### config.mk
export PLATFORM = sky130hd
export DESIGN_NAME = onehot_stabilizer
export DESIGN_NICKNAME = d
export VERILOG_FILES = /design/src/rtl/onehot_pkg.sv /design/src/rtl/onehot_enc.sv /design/src/rtl/onehot_stabilizer.sv
export SDC_FILE = /design/constraint.sdc
export NUM_CORES = 1
export LEC_CHECK = 0
export CAP_MARGIN = 20
export CORE_MARGIN = 10
export CORE_UTILIZATION = 57
export CTS_BUF_LIST = sky130_fd_sc_hd__clkbuf_8
export CTS_CLUSTER_DIAMETER = 50
export DETAILED_ROUTE_END_ITERATION = 6
export PLACE_DENSITY = 0.92
export SLEW_MARGIN = 20
export SYNTH_ARGS = -nofsm -noshare
export SYNTH_HDL_FRONTEND = slang
export SYNTH_SLANG_ARGS = --single-unit
### constraint.sdc
create_clock -name clk -period 3.43 [get_ports clk]
set_clock_uncertainty 0.2 [all_clocks]
set_input_delay 0.5145 -clock clk [delete_from_list [all_inputs] [get_ports clk]]
set_output_delay 0.5145 -clock clk [all_outputs]
set_load 0.005 [all_outputs]
### src/rtl/onehot_pkg.sv
// Shared types and sizes for the one-hot stabilizer: FSM states, sample
// classes, bus widths and the stable-counter width.
package onehot_pkg;

    localparam int ONEHOT_W  = 8;
    localparam int CODE_W    = 3;
    localparam int CNT_W     = 4;
    localparam int ERR_CNT_W = 8;

    // Stabilizer control states.
    typedef enum logic [1:0] {
        IDLE     = 2'd0,
        SETTLE   = 2'd1,
        OFFER    = 2'd2,
        WAIT_CHG = 2'd3
    } state_t;

    // Classification of one registered sample of the decoder output.
    typedef enum logic [1:0] {
        VALID = 2'd0,   // exactly one bit set
        ZERO  = 2'd1,   // no bits set
        MULTI = 2'd2    // two or more bits set
    } class_t;

endpackage

### src/rtl/onehot_enc.sv
// Purely combinational 8-to-3 one-hot encoder with a class output that
// tells the caller whether the input was a legal one-hot, all-zero or
// multi-hot. The code output is only meaningful when the class is VALID.
module onehot_enc
    import onehot_pkg::*;
(
    input  logic [ONEHOT_W-1:0] i_onehot,
    output logic [CODE_W-1:0]   o_code,
    output class_t              o_class
);

    // Encode the set bit index and classify the input pattern.
    always_comb begin
        // NOTE: every output gets a default before any conditional code so
        // no path leaves it unassigned, which would infer a latch.
        o_code  = '0;
        o_class = ZERO;
        for (int i = 0; i < ONEHOT_W; i++) begin
            if (i_onehot[i]) begin
                o_code = o_code | CODE_W'(i);
            end
        end
        // v & (v-1) clears the lowest set bit: zero result means one bit.
        if (i_onehot == '0) begin
            o_class = ZERO;
        end else if ((i_onehot & (i_onehot - ONEHOT_W'(1))) == '0) begin
            o_class = VALID;
        end else begin
            o_class = MULTI;
        end
    end

endmodule

### src/rtl/onehot_stabilizer.sv
// One-hot stabilizer: registers a possibly glitchy one-hot code, waits for
// it to hold for STABLE_CYCLES consecutive samples, then offers its binary
// index downstream with a valid/ready handshake. The same code is never
// delivered twice without an intervening change of the sample. Multi-hot
// samples raise a one-cycle err_out pulse.
// Optional feature: define ONEHOT_STABILIZER_ERR_CNT_EN to add the 8-bit
// saturating err_cnt output counting multi-hot samples.
module onehot_stabilizer
    import onehot_pkg::*;
#(
    parameter int STABLE_CYCLES = 4   // legal range 1..15
) (
    input  logic                clk,
    input  logic                rst,
    input  logic [ONEHOT_W-1:0] onehot_in,
    input  logic                ready_in,
    output logic                valid_out,
    output logic [CODE_W-1:0]   code_out,
    output logic                err_out
`ifdef ONEHOT_STABILIZER_ERR_CNT_EN
    ,
    output logic [ERR_CNT_W-1:0] err_cnt
`endif
);

    // Counter value at which one more matching sample completes settling.
    // Unused when STABLE_CYCLES is 1 (IDLE then offers directly).
    localparam logic [CNT_W-1:0] LP_CNT_LAST =
        (STABLE_CYCLES > 1) ? CNT_W'(STABLE_CYCLES - 2) : '0;

    logic [ONEHOT_W-1:0] r_sample;
    logic [ONEHOT_W-1:0] r_cand;
    logic [CNT_W-1:0]    r_cnt;
    state_t              r_state;
    logic                r_valid;
    logic [CODE_W-1:0]   r_code;
    logic                r_err;

    logic [CODE_W-1:0]   w_code;
    class_t              w_class;
    logic                w_match;

    onehot_enc u_enc (
        .i_onehot (r_sample),
        .o_code   (w_code),
        .o_class  (w_class)
    );

    assign w_match = (r_sample == r_cand);

    // Input sampling and multi-hot error flag; every decision uses r_sample.
    always_ff @(posedge clk or posedge rst) begin
        if (rst) begin
            r_sample <= '0;
            r_err    <= 1'b0;
        end else begin
            // NOTE: state registers use non-blocking assignment so every
            // flop reads the pre-edge value of every other flop.
            r_sample <= onehot_in;
            r_err    <= (w_class == MULTI);
        end
    end

    // Settle / offer / wait-for-change controller with registered outputs.
    always_ff @(posedge clk or posedge rst) begin
        if (rst) begin
            r_state <= IDLE;
            r_cand  <= '0;
            r_cnt   <= '0;
            r_valid <= 1'b0;
            r_code  <= '0;
        end else begin
            case (r_state)
                IDLE: begin
                    r_cnt <= '0;
                    if (w_class == VALID) begin
                        r_cand <= r_sample;
                        if (STABLE_CYCLES == 1) begin
                            r_state <= OFFER;
                            r_valid <= 1'b1;
                            r_code  <= w_code;
                        end else begin
                            r_state <= SETTLE;
                        end
                    end
                end

                SETTLE: begin
                    if (w_class != VALID) begin
                        // Zero or multi-hot abandons the candidate.
                        r_state <= IDLE;
                        r_cnt   <= '0;
                    end else if (!w_match) begin
                        // A different legal code restarts settling on it.
                        r_cand <= r_sample;
                        r_cnt  <= '0;
                    end else if (r_cnt == LP_CNT_LAST) begin
                        r_state <= OFFER;
                        r_valid <= 1'b1;
                        r_code  <= w_code;
                    end else begin
                        r_cnt <= r_cnt + CNT_W'(1);
                    end
                end

                OFFER: begin
                    // Outputs hold regardless of the input until accepted.
                    if (ready_in) begin
                        r_state <= WAIT_CHG;
                        r_valid <= 1'b0;
                    end
                end

                WAIT_CHG: begin
                    // Any change, including to zero or multi-hot, re-arms.
                    if (!w_match) begin
                        r_state <= IDLE;
                        r_cnt   <= '0;
                    end
                end

                default: begin
                    r_state <= IDLE;
                    r_valid <= 1'b0;
                end
            endcase
        end
    end

    assign valid_out = r_valid;
    assign code_out  = r_code;
    assign err_out   = r_err;

`ifdef ONEHOT_STABILIZER_ERR_CNT_EN
    logic [ERR_CNT_W-1:0] r_err_cnt;

    // Saturating count of multi-hot samples, cleared only by reset.
    always_ff @(posedge clk or posedge rst) begin
        if (rst) begin
            r_err_cnt <= '0;
        end else if ((w_class == MULTI) && (r_err_cnt != '1)) begin
            r_err_cnt <= r_err_cnt + ERR_CNT_W'(1);
        end
    end

    assign err_cnt = r_err_cnt;
`else
    // Error counter not built; err_out remains the only error indication.
`endif

endmodule

### After elaboration in Yosys (flattened, before gate mapping)

Cells that the tools add are included.

* register bits after elaboration: 27
* input bits: 11
* output and inout bits: 5

* add/sub/neg operators: 2
* eq/ne operators: 16
* multiplexer cells: 30
* bitwise gates (word level): 2
* reduce and logical (&&, ||, !) cells: 13

Operators by type and width (number)
* 8-bit 2-to-1 mux: 3
* 2-bit 2-to-1 mux: 10
* 8-bit zero test: 2
* 4-bit 2-to-1 mux: 4
* 8-bit one-hot mux with 2 select lines: 1
* 2-bit != test (second input constant): 7
* 3-bit 2-to-1 mux: 4
* 4-bit one-hot mux with 3 select lines: 1
* 5-bit AND reduction: 2
* 8-bit AND: 1
* 8-bit == test: 1
* 2-bit one-hot mux with 4 select lines: 1
* 4-bit AND reduction: 2
* 8-bit by 1-bit subtractor with 8-bit output (second input constant): 1
* 2-bit == test (second input constant): 3
* 3-bit != test (second input constant): 2
* 2-bit nonzero test: 3
* 1-bit 2-to-1 mux: 5
* 4-bit by 1-bit adder with 4-bit output (second input constant): 1
* 4-bit by 2-bit == test with 1-bit output (second input constant): 1
* 2-bit zero test: 2
* 4-bit != test (second input constant): 1
* 3-bit AND reduction: 1
* 3-bit nonzero test: 1
* 3 further kinds: 3

### Longest topological paths before layout

Gate-level depths: netlist of the first run.

* word-level depth: 8
* mapped depth: 8

### By module

Synthesis of the first run repeated with hierarchy kept, for this count alone.

* cells, all modules: 101
* area, all modules: 1251.2 um^2

By module, submodules not included
* onehot_stabilizer: times used 1, cells an instance 89, area an instance 1141.1 um^2, sequential area each 675.6 um^2
* onehot_enc: times used 1, cells an instance 12, area an instance 110.1 um^2, sequential area each 0.0 um^2

### Worst setup path after synthesis of the first run

OpenSTA, ideal clock, no wires.

* kind: register -> register
* start: register r_sample[0]
* end: register r_code[0] (netlist: code_out[0])
* setup time: 0.125 ns
* arrival: 2.359 ns
* required time: 3.105 ns
* slack: 0.746 ns
* stages on the path, launching flop included: 7
* buffers on the path: 0
* cells stage by stage: dfrtp_1 -> or4_4 -> nor4_2 -> nor3_1 -> or4_4 -> or2_4 -> mux2_4

* longest elaborated chain between the ends: 8
* elaborated cells on any way between the ends: 10
* classes of those cells: add/sub (1); eq/ne (1); mux (2); bitwise (2); reduce/logical (4)

RTL lines
* from (decl): RTL line onehot_stabilizer.sv:31 `logic [ONEHOT_W-1:0] r_sample;`
* from (signal assigned): RTL line onehot_stabilizer.sv:59 `r_sample <= onehot_in;`
* 8-bit by 1-bit subtractor with 8-bit output: RTL line onehot_enc.sv:26 `end else if ((i_onehot & (i_onehot - ONEHOT_W'(1))) == '0) begin`
* 8-bit AND: RTL line onehot_enc.sv:26
* 8-bit zero test: RTL line onehot_enc.sv:26
* 2-bit 2-to-1 mux: RTL line onehot_enc.sv:26
* 2-bit 2-to-1 mux: RTL line onehot_enc.sv:24 `if (i_onehot == '0) begin`
* 2-bit nonzero test: RTL line onehot_stabilizer.sv:89 `if (w_class != VALID) begin`
* 1-bit inverter (no source line)
* 4-bit AND reduction (no source line) (*)
* to (signal assigned): RTL line onehot_stabilizer.sv:81 `r_code <= w_code;`
* to (signal assigned): RTL line onehot_stabilizer.sv:100 `r_code <= w_code;`
* to (decl): RTL line onehot_stabilizer.sv:36 `logic [CODE_W-1:0] r_code;`

Every way passes the cells marked *; elsewhere a longest branch is shown, timed or not.
A chain may end at the register's enable or synchronous reset.

### Final worst setup path of the first run

* start: register r_sample[1]
* end: register r_cand[5]

* longest elaborated chain between the ends: 8
* elaborated cells on any way between the ends: 13
* classes of those cells: add/sub (1); eq/ne (4); mux (2); bitwise (1); reduce/logical (5)

RTL lines
* 8-bit by 1-bit subtractor with 8-bit output: RTL line onehot_enc.sv:26
* 8-bit AND: RTL line onehot_enc.sv:26
* 8-bit zero test: RTL line onehot_enc.sv:26
* 2-bit 2-to-1 mux: RTL line onehot_enc.sv:26
* 2-bit 2-to-1 mux: RTL line onehot_enc.sv:24
* 2-bit nonzero test / 2-bit zero test (equally long branches): RTL line onehot_stabilizer.sv:89, onehot_stabilizer.sv:76
* 2-bit != test (no source line)
* 4-bit AND reduction (no source line) (*)
* to (signal assigned): RTL line onehot_stabilizer.sv:77 `r_cand <= r_sample;`
* to (signal assigned): RTL line onehot_stabilizer.sv:95 `r_cand <= r_sample;`
* to (decl): RTL line onehot_stabilizer.sv:32 `logic [ONEHOT_W-1:0] r_cand;`

Marked as above.

==> results of run 1 <==
[cell usage after synthesis, types with 2 or more instances]
cell type	instances
nor4_1	3
nand3_1	2
xor2_1	8
nand2b_1	3
a211oi_1	2
or2_2	2
clkbuf_1	3
a21oi_1	5
nor3_1	3
inv_1	4
dfrtp_1	27
ha_1	2
or4_4	2
nor2_1	6
nand2_1	4
mux2_4	11
or4_1	3
a21o_1	3
[power by group]
group | total (mW) | internal, mW | switching [mW]
registers | 0.382 | 0.350 | 0.0320
clock network | 0.182 | 0.0825 | 0.0996
logic | 0.0974 | 0.0646 | 0.0327
[state kept, by name, summed over array words and instances (netlist names), named ones only]
register and flops:
r_sample 8, err_out 1, code_out 3, r_cand 8, valid_out 1, r_cnt 4
r_state 1
[routing by layer]
layer / share of wire / up-vias / routed length, microns / track usage
met4: 0.030 / 0 / 74 / 0.08291
met3: 0.060 / 9 / 148 / 0.02936
met1: 0.46 / 422 / 1151 / 0.1466
li1: - / 423 / - / -
met2: 0.45 / 41 / 1106 / 0.1802
met5: 0 / - / 0 / 0
[cell type report]
cell class / instances / share of cell area
inverters: 4 / 0.009677
clock buffers: 3 / 0.02661
repair buffers: 16 / 0.1065
clock inverters: 1 / 0.004839
well taps: 28 / 0.02258
flip-flops and latches: 27 / 0.4355
multi-input cells: 75 / 0.3944
[worst max-delay path, delay by kind of cell (launching register included)]
kind | cells | cell delay, ps
flip-flops | 1 | 460
AND/OR/NAND/NOR | 5 | 1830
multiplexers | 1 | 380
[worst max path at each step]
stage	startpoint	to	slack [ps]	cells past startpoint
2_1_floorplan	r_sample[0]$_DFF_PP0_	code_out[0]$_DFFE_PP0P_	750	6
3_3_place_gp	r_sample[0]$_DFF_PP0_	r_cand[4]$_DFFE_PP0P_	610	6
3_5_place_dp	r_sample[0]$_DFF_PP0_	r_cand[5]$_DFFE_PP0P_	480	6
4_1_cts	r_sample[0]$_DFF_PP0_	r_cand[1]$_DFFE_PP0P_	470	6
5_1_grt	r_sample[1]$_DFF_PP0_	r_cand[6]$_DFFE_PP0P_	330	6
6_report	r_sample[1]$_DFF_PP0_	r_cand[5]$_DFFE_PP0P_	450	6
[metrics by stage]
stage	area, sq um	power, mW
2_1_floorplan	1321	0.4537
3_3_place_gp	1488	0.4766
3_5_place_dp	1488	0.4827
4_1_cts	1536	0.6615
5_1_grt	1551	0.6971
6_report	1551	0.6611
[cells by family (layout without fill, tap and decap cells)]
logic type | Yosys count | in the layout
xor gates and xnor gates | 8 | 8
buffers and inverters | 8 | 24
muxes | 12 | 12
AOI/OAI and AO/OA | 17 | 17
DFF | 27 | 27
adders and majority gates | 2 | 2
and+or+nand+nor | 36 | 36
==> run metrics, run 1 <==
status finished clean; max-slew violation count 0; CP Launch Type register; layout cell share with drive strength beyond 1 0.1905; H-Tree Depth 1; Hold Path Class register to register; vias in the first global route around 920; Yosys reg bits 27; Setup CP Type register to register; post-synthesis simple-gate area fraction 0.1648; via count slightly below 900; starting DRC count in detailed routing 25; n_diodes 0; synth unique cells 35; ys flop type dfrtp_1; GP Congestion between 0.8 and 0.9; Clock Pin Slew Worst Setup and Hold Paths about 90 ps; CTS Hold Buffers Added 0; unrepaired setup endpoints after global routing false; Reg2Reg Depth 6; area delta synth->final 17.42%; Highest Clock Rate between 0.3 and 0.4 GHz; Hold WS between 300 and 400 ps; CTS Buffer Depth 2; Seq/Total Area, Yosys 0.5114; GRT Resource Usage Total 0.1194; grt ovf 0; Post-CTS Setup Inserts 0; Worst Setup End Kind register; final-stage net count 140; Slew @ Worst Pin about 530 ps; Critical Path Fanout Max 8; commonest non-fill, non-tap cells in the layout dfrtp_1, clkdlybuf4s50_1, mux2_4; final setup fails 0; Root Driver clkbuf_8; Hold EP code_out[0]$_DFFE_PP0P_; dpl cells around 150; Critical Path, Cell by Cell or4_4 > nor4_2 > nor3_1 > or2_1 > or3_1 > mux2_4; die height between 60 and 70 microns; die area approximately 4600 sq um; Die Wd 68.15 microns; post-synthesis mux area share 0.1335; Finished Layout Cells around 150; synthesized area 1321 sq um; antenna violations before repair 0; initial core utilization 0.5973; total CTS buffers 3; largest family of logic cells by synthesized area simple AND/OR/NAND/NOR gates; syn_area_per_cell ~12 sq um; slowest stage delay, CP around 590 ps; Max IR drop VDD around 260 uV; xor and xnor area share after synthesis 0.05303; share of the synthesized area in the top cell type 0.5114; Pleak 0.7139 nW; period utilisation layout 0.8682; Cell Rows 17; multi-input combinational cell area 611.8 sq um; area fraction in compound gates after synthesis 0.09280; maxcap violations 0; register area a little under 700 sq um; critical path data required time around 3400 ps; reg2reg start r_sample[1]$_DFF_PP0_; drt wl/cell about 16 microns; CTS tree done; Fin Setup TNS 0 ps; Filler Cells Inserted 170; Post-Synthesis Cells 110; FFs w/ async S/R, synth 1.000; syn_nets between 100 and 150; slowest CP cell or3_1; Post-Route WL 2.481 mm; worst skew pair latency approximately 280 ps; post-synthesis adder-cell area fraction 0.01894; reg2reg end r_cand[5]$_DFFE_PP0P_; antenna viol nets, final 0; post-DR vias/cell 5.812; critical path data arrival time approximately 3000 ps; PostCTS Resize Cnt 0; post-detail-place hpwl approximately 1.8 mm; core footprint roughly 2200 sq um; largest area contributor in the netlist dfrtp_1; Synth area leaders dfrtp_1, mux2_4, xor2_1; worst setup margin 452.1 ps; Final Util 0.7014; Fin. Hold Viols 0; clk sinks 27; slew margin rel. 0.6412; Worst Min Path Start code_out[0]$_DFFE_PP0P_; Worst Hold Path Cells 1; largest net degree at the start of global routing 28; first-pass iteration count of the detailed router 5; global-route wire length before repair roughly 4.2 mm; Pwr per Cell Area 426.1 nW/um^2; I/O pin count 16; DRC Markers 0; min Tclk post-route slightly below 3000 ps; dpl ws ~480 ps; EDFF count, synth 0; YS warnings 0; I/O Buffers 15; commonest non-fill, non-tap cell in the layout dfrtp_1; r2r setup slk roughly 450 ps
(Power assumes the default switching activity.)
==> run 2, diff against run 1 <==
Settings changed: ABC_CLOCK_PERIOD_IN_PS from default to 3430.
==> results of run 2 <==
Final layout, timing and power as in run 1 (identical DEF).
